File: src/rtl/core_types_pkg.sv
// Shared core types: ALU operation encodings, laid out as {funct3, funct7[5]}.
`timescale 1ns/10ps
package core_types_pkg;

    typedef enum logic [3:0] {
        ADD  = 4'b0000,
        SUB  = 4'b0001,
        SLL  = 4'b0010,
        SLT  = 4'b0100,
        SLTU = 4'b0110,
        XOR  = 4'b1000,
        SRL  = 4'b1010,
        SRA  = 4'b1011,
        OR   = 4'b1100,
        AND  = 4'b1110
    } alu_op_t;

endpackage

File: src/rtl/alu.sv
// Integer ALU: combinational result and zero flag, plus a one-cycle registered copy
// of the result that loads only when the operands are flagged valid.
`timescale 1ns/10ps
module alu
    import core_types_pkg::*;
#(
    parameter int N_BITS = 32
) (
    input  logic              clk,
    input  logic              rst_n,
    input  alu_op_t           alu_op,
    input  logic [N_BITS-1:0] in0,
    input  logic [N_BITS-1:0] in1,
    input  logic              in_valid,
    output logic [N_BITS-1:0] out,
    output logic              zero,
    output logic [N_BITS-1:0] out_q,
    output logic              out_valid
);

    localparam int S = $clog2(N_BITS);

    logic        [S-1:0]      shamt_p0;
    logic signed [N_BITS-1:0] a_s_p0;
    logic signed [N_BITS-1:0] b_s_p0;
    logic        [N_BITS-1:0] res_p0;

    assign shamt_p0 = in1[S-1:0];
    assign a_s_p0   = $signed(in0);
    assign b_s_p0   = $signed(in1);

    // Stage p0: combinational datapath, independent of clk and rst_n
    always_comb begin
        res_p0 = '0;
        case (alu_op)
            ADD:     res_p0 = in0 + in1;
            SUB:     res_p0 = in0 - in1;
            SLL:     res_p0 = in0 << shamt_p0;
            SLT:     res_p0 = {{(N_BITS-1){1'b0}}, (a_s_p0 < b_s_p0)};
            SLTU:    res_p0 = {{(N_BITS-1){1'b0}}, (in0 < in1)};
            XOR:     res_p0 = in0 ^ in1;
            SRL:     res_p0 = in0 >> shamt_p0;
            SRA:     res_p0 = $unsigned(a_s_p0 >>> shamt_p0);
            OR:      res_p0 = in0 | in1;
            AND:     res_p0 = in0 & in1;
            default: res_p0 = '0;
        endcase
    end

    assign out  = res_p0;
    assign zero = (res_p0 == '0);

    // Stage p1: registered result; out_q holds when no valid operands arrive
    always_ff @(posedge clk or negedge rst_n) begin
        if (!rst_n) begin
            out_q     <= '0;
            out_valid <= 1'b0;
        end else begin
            out_valid <= in_valid;
            if (in_valid) begin
                out_q <= res_p0;
            end
        end
    end

endmodule

File: config.mk
export PLATFORM = sky130hd
export DESIGN_NAME = alu
export DESIGN_NICKNAME = d
export VERILOG_FILES = /design/src/rtl/core_types_pkg.sv /design/src/rtl/alu.sv
export SDC_FILE = /design/constraint.sdc
export NUM_CORES = 1
export LEC_CHECK = 0
export ABC_AREA = 1
export CELL_PAD_IN_SITES_DETAIL_PLACEMENT = 0
export CELL_PAD_IN_SITES_GLOBAL_PLACEMENT = 1
export CORE_MARGIN = 2
export CORE_UTILIZATION = 41
export DETAILED_ROUTE_END_ITERATION = 16
export PLACE_DENSITY_LB_ADDON = 0.1
export SLEW_MARGIN = 20
export SYNTH_ARGS = -nofsm -noshare
export SYNTH_HDL_FRONTEND = slang
export SYNTH_SLANG_ARGS = --single-unit
File: constraint.sdc
create_clock -name clk -period 5.53 [get_ports clk]
set_input_delay 0.553 -clock clk [delete_from_list [all_inputs] [get_ports clk]]
set_output_delay 0.553 -clock clk [all_outputs]
set_load 0.01 [all_outputs]
# Word-level counts from Yosys, hierarchy flattened
# Cells that the tools add are included.
[op_classes] addsub=2 magnitude_cmp=2 n_eq_ne=9 shift=3 mux=1 bitwise=3 reduce_logical=2
[op_table] operator="32-bit case mux with 10 select lines" n=1
[op_table] operator="32-bit < comparator" n=2
[op_table] operator="32-bit adder" n=1
[op_table] operator="32-bit bitwise AND" n=1
[op_table] operator="32-bit zero test" n=1
[op_table] operator="32-bit OR" n=1
[op_table] operator="32-bit by 5-bit << shifter with 32-bit output" n=1
[op_table] operator="32-bit by 5-bit right shift with 32-bit output" n=1
[op_table] operator="32-bit by 5-bit >>> shifter with 32-bit output" n=1
[op_table] operator="32-bit subtractor" n=1
[op_table] operator="32-bit bitwise XOR" n=1
[op_table] operator="4-bit equality test, second input constant" n=5
[op_table] operator="4-bit by 3-bit equality test with 1-bit output, second input constant" n=2
[op_table] operator="4-bit by 1-bit equality test with 1-bit output, second input constant" n=1
[op_table] operator="4-bit by 2-bit equality test with 1-bit output, second input constant" n=1
[op_table] operator="4-bit zero test" n=1
[word_totals] register_bits=33 inputBits=71 out_inout_bits=66 elab_cells=24

# Depth between registers and ports, before layout
# Gate-level depths: netlist (run 1).
[logic_depth] ltp_word=3 depth_mapped=25 depth_no_buf=21

# Worst setup path after synthesis (run 1)
# Ideal clock, no wire load.
[synth_timing] kind="input -> output" startpoint="in in1[4]" endpoint="out zero" t_arrival_ns=3.250 required_time_ns=4.977 slack_ns=1.727 cell_stages=22 path_buffers=4 path_cell_list="buf_2 clkinv_1 clkbuf_1 clkbuf_1 ha_1 buf_2 nand2_1 inv_1 nand2_1 nand2_1 nand2_1 nand3b_1 or2_1 nand3_1 nand2_1 nor2_1 nand2_1 nor2_1 nand2_1 nor2_1 nand2_1 nor2_1"
[synth_between] elab_chain_len=3 elab_cells_between_ends=12 cone_classes="add/sub: 2; order compare: 2; shift: 3; mux: 1; bitwise: 3; reduce/logical: 1"
[synth_rtl] item="start: declaration" line_no="alu.sv:13" source="input logic [N_BITS-1:0] in1,"
[synth_rtl] item="32-bit subtractor (tied with other cells)" line_no="alu.sv:37" source="SUB: res_p0 = in0 - in1;"
[synth_rtl] item="32-bit case mux with 10 select lines *" line_no="alu.sv:35" source="case (alu_op)"
[synth_rtl] item="named net out[10]" line_no="alu.sv:15" source="output logic [N_BITS-1:0] out,"
[synth_rtl] item="32-bit zero test *" line_no="alu.sv:51" source="assign zero = (res_p0 == '0);"
[synth_rtl] item="end: declaration" line_no="alu.sv:16" source="output logic zero,"
# Mark *: on every way through the listed nets, which the timed path passes. The rest lies on a longest branch.

# Worst setup path after layout (run 1)
[layout_timing] startpoint="in in0[0]" endpoint="out zero"
[layout_between] elab_chain_len=3 elab_cells_between_ends=12 cone_classes="add/sub: 2; order compare: 2; shift: 3; mux: 1; bitwise: 3; reduce/logical: 1"
[layout_rtl] item="start: declaration" line_no="alu.sv:12" source="input logic [N_BITS-1:0] in0,"
[layout_rtl] item="32-bit subtractor (tied with other cells)" line_no="alu.sv:37"
[layout_rtl] item="32-bit case mux with 10 select lines *" line_no="alu.sv:35"
[layout_rtl] item="32-bit zero test *" line_no="alu.sv:51"
# Mark *: on every way between the ends. The rest lies on a longest branch, timed or not.

==> results of run 1 <==
cell usage after synthesis (all sizes together):
cell	instances	area (um^2)
ha	97	1210
nor3b	1	7.51
dfrtp	33	826
nor3	25	125
clkinv	2	7.51
nor4	3	18.8
o21a	9	67.6
xor2	2	17.5
o211ai	15	113
a31oi	15	93.8
o21ai	54	270
inv	320	1200
a21boi	2	15.0
nand2	838	3150
clkbuf	31	118
or2	2	12.5
o21bai	9	67.6
a221oi	5	43.8
a21oi	86	430
buf	68	358
fa	2	40.0
o221ai	2	17.5
nand3b	8	60.1
nand3	405	2030
o22ai	19	119
nand4	24	150
nor2	213	810
and2	5	31.3
state kept, by name (all words and copies together) (netlist names):
signal     count
out_q         32
out_valid      1
metrics by stage:
stage          total power [uW]  worst slack [ns]  std cells
2_1_floorplan              1040              1.73       2295
3_3_place_gp               1580             0.348       2756
3_5_place_dp               1580             0.407       2756
4_1_cts                    1890             0.376       2764
5_1_grt                    2050           0.00487       2764
6_report                   1930             0.225       2764
path summary, 6_finish.rpt:
check / to / slack [ns] / depth (start not counted)
max in group asynchronous: out_q[5]$_DFFE_PN0P_ / 4.66 / 1
worst min-delay path: out_q[27]$_DFFE_PN0P_ / 0.35 / 1
min in group clk: out_q[4]$_DFFE_PN0P_ / 0.48 / 2
worst max-delay path: zero / 0.22 / 22
worst max register to register: out_q[8]$_DFFE_PN0P_ / 4.72 / 2
worst min register to register: out_q[4]$_DFFE_PN0P_ / 0.48 / 2
placed cells by master (no fill, tap or decap), types with 3 or more instances in the layout:
cell type        synthesis  final
nor4_1                   3      3
a221oi_1                 5      5
clkdlybuf4s50_1          0    133
a21oi_1                 86     86
nand3_1                404    404
inv_2                    5      5
nor3_1                  25     25
o211ai_1                15     15
dfrtp_1                 33     33
ha_1                    97     97
o21ai_0                 48     48
o21ai_1                  6      6
o21bai_1                 9      9
nor2_2                   4      4
and2_1                   5      5
buf_4                    3     45
o21a_1                   9      9
inv_1                  315    315
nor2_1                 209    209
nand3b_1                 8      8
o22ai_1                 19     19
a31oi_1                 15     15
buf_2                   55      3
nand2_1                836    836
nand4_1                 24     24
clkbuf_16                0      5
logic make-up (layout without fill, tap and decap cells):
group / count (synthesis) / after routing
flip-flops: 33 / 33
AND/OR/NAND/NOR: 1524 / 1524
buffers and inverters: 421 / 512
AO/OA/AOI/OAI: 216 / 216
XOR/XNOR: 2 / 2
adder cells (fa/ha/maj): 99 / 99
worst max-delay path, stage by stage:
cell	delay, ns
clkdlybuf4s50_1	0.58
inv_1	0.12
ha_1	0.24
fa_1	0.49
nor2_1	0.24
nand2_1	0.09
nand3_1	0.22
nand3_1	0.19
nand2_1	0.17
nand2_1	0.09
nand2_1	0.13
nand2_1	0.13
nand2_1	0.13
nor2_1	0.05
nor2_1	0.15
nand2_1	0.09
nor2_1	0.09
nand2_1	0.07
nor2_1	0.13
nand2_1	0.08
nor2_1	0.15
clkdlybuf4s50_1	0.57
metal layers:
layer | GRT usage | vias to the layer above | part of all wire
li1 | - | 7517 | -
met1 | 0.548 | 7404 | 0.41
met2 | 0.653 | 908 | 0.44
met3 | 0.0856 | 155 | 0.10
met4 | 0.182 | 0 | 0.051
met5 | 0 | - | 0
layout make-up:
class,instances,area [um^2],area share
clock buffer,7,153,0.0115
multi-input combinational,1841,8910,0.671
tap,378,473,0.0356
timing repair buffer,182,1700,0.128
inverter,322,1210,0.0910
clock inverter,1,5.00,0.000377
sequential,33,826,0.0622
power breakdown:
part           internal [uW]  switching (uW)  leakage, uW  total [uW]
Combinational            441             898      0.00691        1340
Clock                    191             109    0.0000799         300
Sequential               272            16.9     0.000421         289
==> flow_metrics.env, run 1 <==
export IMPL_core_rowCount=61
export IMPL_synth_compound_area_frac=0.108
export IMPL_path_max_fanout=4
export IMPL_maxSlewViolCount=0
export IMPL_die_w_um=171
export IMPL_post_route_util=0.480
export IMPL_htree_levels=2
export IMPL_setup_worst_path_class="primary input to output port"
export IMPL_cts_root_buf="clkbuf_16"
export IMPL_dieHeight_um=171
export IMPL_core_area_um2=27600
export IMPL_drive_above_1_share=0.0289
export IMPL_grt_remaining_overflow=0
export IMPL_grt_first_pass_wirelength_um=89700
export IMPL_worstPathArrival_ns=4.75
export IMPL_clk_pin_slew_worst_paths_ns=0.06
export IMPL_yosys_area_share_simple=0.560
export IMPL_dr_pass1_iters=6
export IMPL_cts_sinks=33
export IMPL_finalHoldViolations=0
export IMPL_r2r_start="out_q[8]$_DFFE_PN0P_"
export IMPL_power_density_nw_per_um2=145
export IMPL_worstSetupStartpointType="primary input"
export IMPL_grt_max_degree=69
export IMPL_synth_fa_ha_area_frac=0.110
export IMPL_status="finished, final reports clean"
export IMPL_drcViolationCount=0
export IMPL_min_path_type="primary input to asynchronous set/reset pin"
export IMPL_hpwl_um=51600
export IMPL_clockBufferDepth=2
export IMPL_hold_slack_ns=0.349
export IMPL_postCtsSetupBuffers=0
export IMPL_setup_viol=0
export IMPL_setup_tns_ns=0
export IMPL_required_ns=4.98
export IMPL_endpoint_kind="output port"
export IMPL_totalWireLength_um=62000
export IMPL_p_leak_uw=0.00742
export IMPL_synth_area_mux_share=0
export IMPL_start_util=0.413
export IMPL_finalCriticalPeriod_ns=5.31
export IMPL_synth_seq_area_share=0.0723
export IMPL_cts_hold_buf=0
export IMPL_gp_congestion=1.11
export IMPL_syn_area_um2=11400
export IMPL_synth_cells=2295
export IMPL_grt_pass1_vias=14600
export IMPL_tightest_slew_ns=1.05
export IMPL_ys_ff_latch=33
export IMPL_drt_iter0_drc=1982
export IMPL_die_area_um2=29200
export IMPL_num_io_pins=137
export IMPL_avgSynthCellArea_um2=4.97
export IMPL_cts_tree="yes"
export IMPL_antenna_cells=0
export IMPL_fillCellCount=3223
export IMPL_synth_top_family_by_area="simple AND/OR/NAND/NOR gates"
export IMPL_num_nets_final=2555
export IMPL_synth_warnings=0
export IMPL_max_slew_margin=0.299
export IMPL_clock_skew_ns=0
export IMPL_stdcell_area_um2=13300
export IMPL_wl_per_cell_um=22.4
export IMPL_synth_fp_nets=2465
export IMPL_cts_resized=0
export IMPL_dpl_cell_area_um2=13100
export IMPL_period_share=0.959
export IMPL_syn2layout_area_growth_pct=16.3
export IMPL_port_buffers=136
export IMPL_numCtsBuffers=5
export IMPL_rsz0062_at_grt="false"
export IMPL_synth_xor_area_frac=0.00153
export IMPL_synthDistinctLibCells=37
export IMPL_insertion_delay_ns=0.28
export IMPL_peakVddDrop_mv=0.106
export IMPL_fmax_ghz=0.188
export IMPL_ant_nets=0
export IMPL_startpoint="in0[0]"
export IMPL_antenna_found_initial=0
export IMPL_via_per_inst=5.78
export IMPL_grt_usage=0.415
export IMPL_cap_violations=0
export IMPL_vias=16000
Note: power is estimated with default switching activity, not from simulation.
==> run 2: changes to the inputs <==
==> constraint.sdc (replaced) <==
create_clock -name clk -period 6.4 [get_ports clk]
set_input_delay 0.64 -clock clk [delete_from_list [all_inputs] [get_ports clk]]
set_output_delay 0.64 -clock clk [all_outputs]
set_load 0.01 [all_outputs]
==> run 2 against run 1 <==
  * First-iteration DRC count rose by 2.7%
  * Wire length fell by 3.4%
  * Clock-buffer cell count did not move
  * Via count fell by 0.45%
  * Worst hold slack improved by 0.090 ns
  * Sequential power fell by 13%
  * Die area did not move
  * Final area fell by 1.1%
  * Non-clock buffer count fell by 16
  * Sequential share of layout area rose by 0.070 points
  * Largest cell class unchanged
  * Largest power group unchanged
  * Highest routed layer unchanged
==> flow_metrics.env, run 2 (same netlist as run 1, synthesis figures left out) <==
export IMPL_dpl_cell_area_um2=13000
export IMPL_drive_above_1_share=0.0215
export IMPL_setup_viol=0
export IMPL_grt_max_degree=72
export IMPL_largest_register_ffs=32
export IMPL_crit_top_cell="nand2_1"
export IMPL_stdcell_area_um2=13100
export IMPL_setup_tns_ns=0
export IMPL_dr_pass1_iters=6
export IMPL_gp_congestion=1.07
export IMPL_grt_pass1_vias=14800
export IMPL_die_area_um2=29200
export IMPL_grt_remaining_overflow=0
export IMPL_fmax_ghz=0.175
export IMPL_drcViolationCount=0
export IMPL_cts_tree="yes"
export IMPL_maxSlewViolCount=0
export IMPL_antenna_cells=0
export IMPL_worstPathArrival_ns=5.08
export IMPL_clockBufferDepth=2
export IMPL_layout_common_cells="nand2_1 (836), nand3_1 (404), inv_1 (315)"
export IMPL_finalCriticalPeriod_ns=5.72
export IMPL_fillCellCount=3302
export IMPL_power_density_nw_per_um2=123
export IMPL_core_area_um2=27600
export IMPL_cts_root_buf="clkbuf_16"
export IMPL_max_stage_delay_ns=0.89
export IMPL_path_cells="clkdlybuf4s50_1 > inv_2 > nand2_1 > nand2_1 > nand2_1 > nand2_1 > nand3_1 > nand2_1 > nor2_1 > nor2_1 > a21oi_1 > nand3b_1 > nor2_1 > nand2_1 > nor2_1 > nand2_1 > nor2_1 > clkdlybuf4s50_1"
export IMPL_path_delay_family="simple AND/OR/NAND/NOR gates"
export IMPL_cp_num_buf_inv=3
export IMPL_rsz0062_at_grt="false"
export IMPL_cap_violations=0
export IMPL_num_nets_final=2539
export IMPL_status="finished, final reports clean"
export IMPL_cts_hold_buf=0
export IMPL_core_rowCount=61
export IMPL_fin_ws_ns=0.681
export IMPL_period_share=0.894
export IMPL_num_io_pins=137
export IMPL_start_util=0.413
export IMPL_setup_worst_path_class="primary input to output port"
export IMPL_path_max_fanout=34
export IMPL_worst_r2r_setup_slack_ns=5.68
export IMPL_port_buffers=136
export IMPL_grt_usage=0.404
export IMPL_finalHoldViolations=0
export IMPL_wl_per_cell_um=21.8
export IMPL_via_per_inst=5.79
export IMPL_cpMaxStageDelayCell="clkdlybuf4s50_1"
export IMPL_required_ns=5.76
export IMPL_clock_skew_ns=0
export IMPL_cts_resized=0
export IMPL_place_ws_ns=0.908
export IMPL_worstSetupStartpointType="primary input"
export IMPL_numCtsBuffers=5
export IMPL_max_slew_margin=0.229
export IMPL_vias=15900
export IMPL_clk_pin_slew_worst_paths_ns=0.05
export IMPL_insertion_delay_ns=0.28
export IMPL_die_w_um=171
export IMPL_peakVddDrop_mv=0.113
export IMPL_htree_levels=2
export IMPL_cts_sinks=33
export IMPL_endpoint_kind="output port"
export IMPL_drt_iter0_drc=2036
export IMPL_dp_cells=2740
export IMPL_ant_nets=0
export IMPL_hpwl_um=49800
export IMPL_largest_register="out_q"
export IMPL_dieHeight_um=171
export IMPL_totalWireLength_um=59900
export IMPL_postCtsSetupBuffers=0
export IMPL_syn2layout_area_growth_pct=15.0
export IMPL_reg_largest_list="out_q (32), out_valid (1)"
export IMPL_min_path_type="primary input to asynchronous set/reset pin"
export IMPL_tightest_slew_ns=1.16
export IMPL_stdcell_count=2747
export IMPL_antenna_found_initial=0
export IMPL_p_leak_uw=0.00733
export IMPL_grt_first_pass_wirelength_um=88200
export IMPL_final_common_cell="nand2_1"
run 2: cell count changes in the layout (fill, tap and decap cells not counted):
cell      previous run  this run
buf_4               45        30
clkbuf_1             0         1
clkbuf_8             2         1
buf_12               1         0
clkinv_2             1         0
run 2: path summary, 6_finish.rpt:
check / start / depth (start not counted) / endpoint
worst max-delay path: in1[0] / 18 / zero
worst min-delay path: rst_n / 1 / out_q[12]$_DFFE_PN0P_
worst max register to register: out_q[17]$_DFFE_PN0P_ / 2 / out_q[17]$_DFFE_PN0P_
worst min register to register: out_q[13]$_DFFE_PN0P_ / 2 / out_q[13]$_DFFE_PN0P_
max in group asynchronous: rst_n / 1 / out_q[3]$_DFFE_PN0P_
min in group clk: out_q[13]$_DFFE_PN0P_ / 2 / out_q[13]$_DFFE_PN0P_
run 2: routing by layer:
| metal | part of all wire | up-vias | track usage |
|---|---|---|---|
| li1 | - | 7478 | - |
| met1 | 0.41 | 7401 | 0.534 |
| met2 | 0.44 | 866 | 0.652 |
| met3 | 0.098 | 167 | 0.0675 |
| met4 | 0.050 | 0 | 0.167 |
| met5 | 0 | - | 0 |
run 2: final cells by class:
| cell class | instances | area [um^2] | share of cell area |
|---|---|---|---|
| flip-flops and latches | 33 | 826 | 0.0629 |
| inverters | 322 | 1210 | 0.0921 |
| clock buffers | 7 | 143 | 0.0109 |
| repair buffers | 166 | 1570 | 0.120 |
| multi-input cells | 1841 | 8910 | 0.678 |
| well taps | 378 | 473 | 0.0360 |
run 2: where the power goes:
part | internal (uW) | total (uW) | switching (uW)
sequential | 235 | 250 | 14.8
combinational | 371 | 1130 | 759
clock | 153 | 241 | 88.5
total | 759 | 1620 | 862
run 2: per-stage QoR:
step	hold slack (ns)	power, uW	utilization
floorplan	0.344	895	-
global placement	0.462	1340	0.470
detailed placement	0.465	1340	0.470
CTS	0.456	1590	0.475
global route	0.496	1730	0.475
finish	0.439	1620	0.475
run 2: worst register-to-register path: cells and delay by family, from the launching register on:
kind             cells  cell delay, ns
AO/OA/AOI/OAI        1            0.06
flip-flops           1            0.42
AND/OR/NAND/NOR      1            0.11
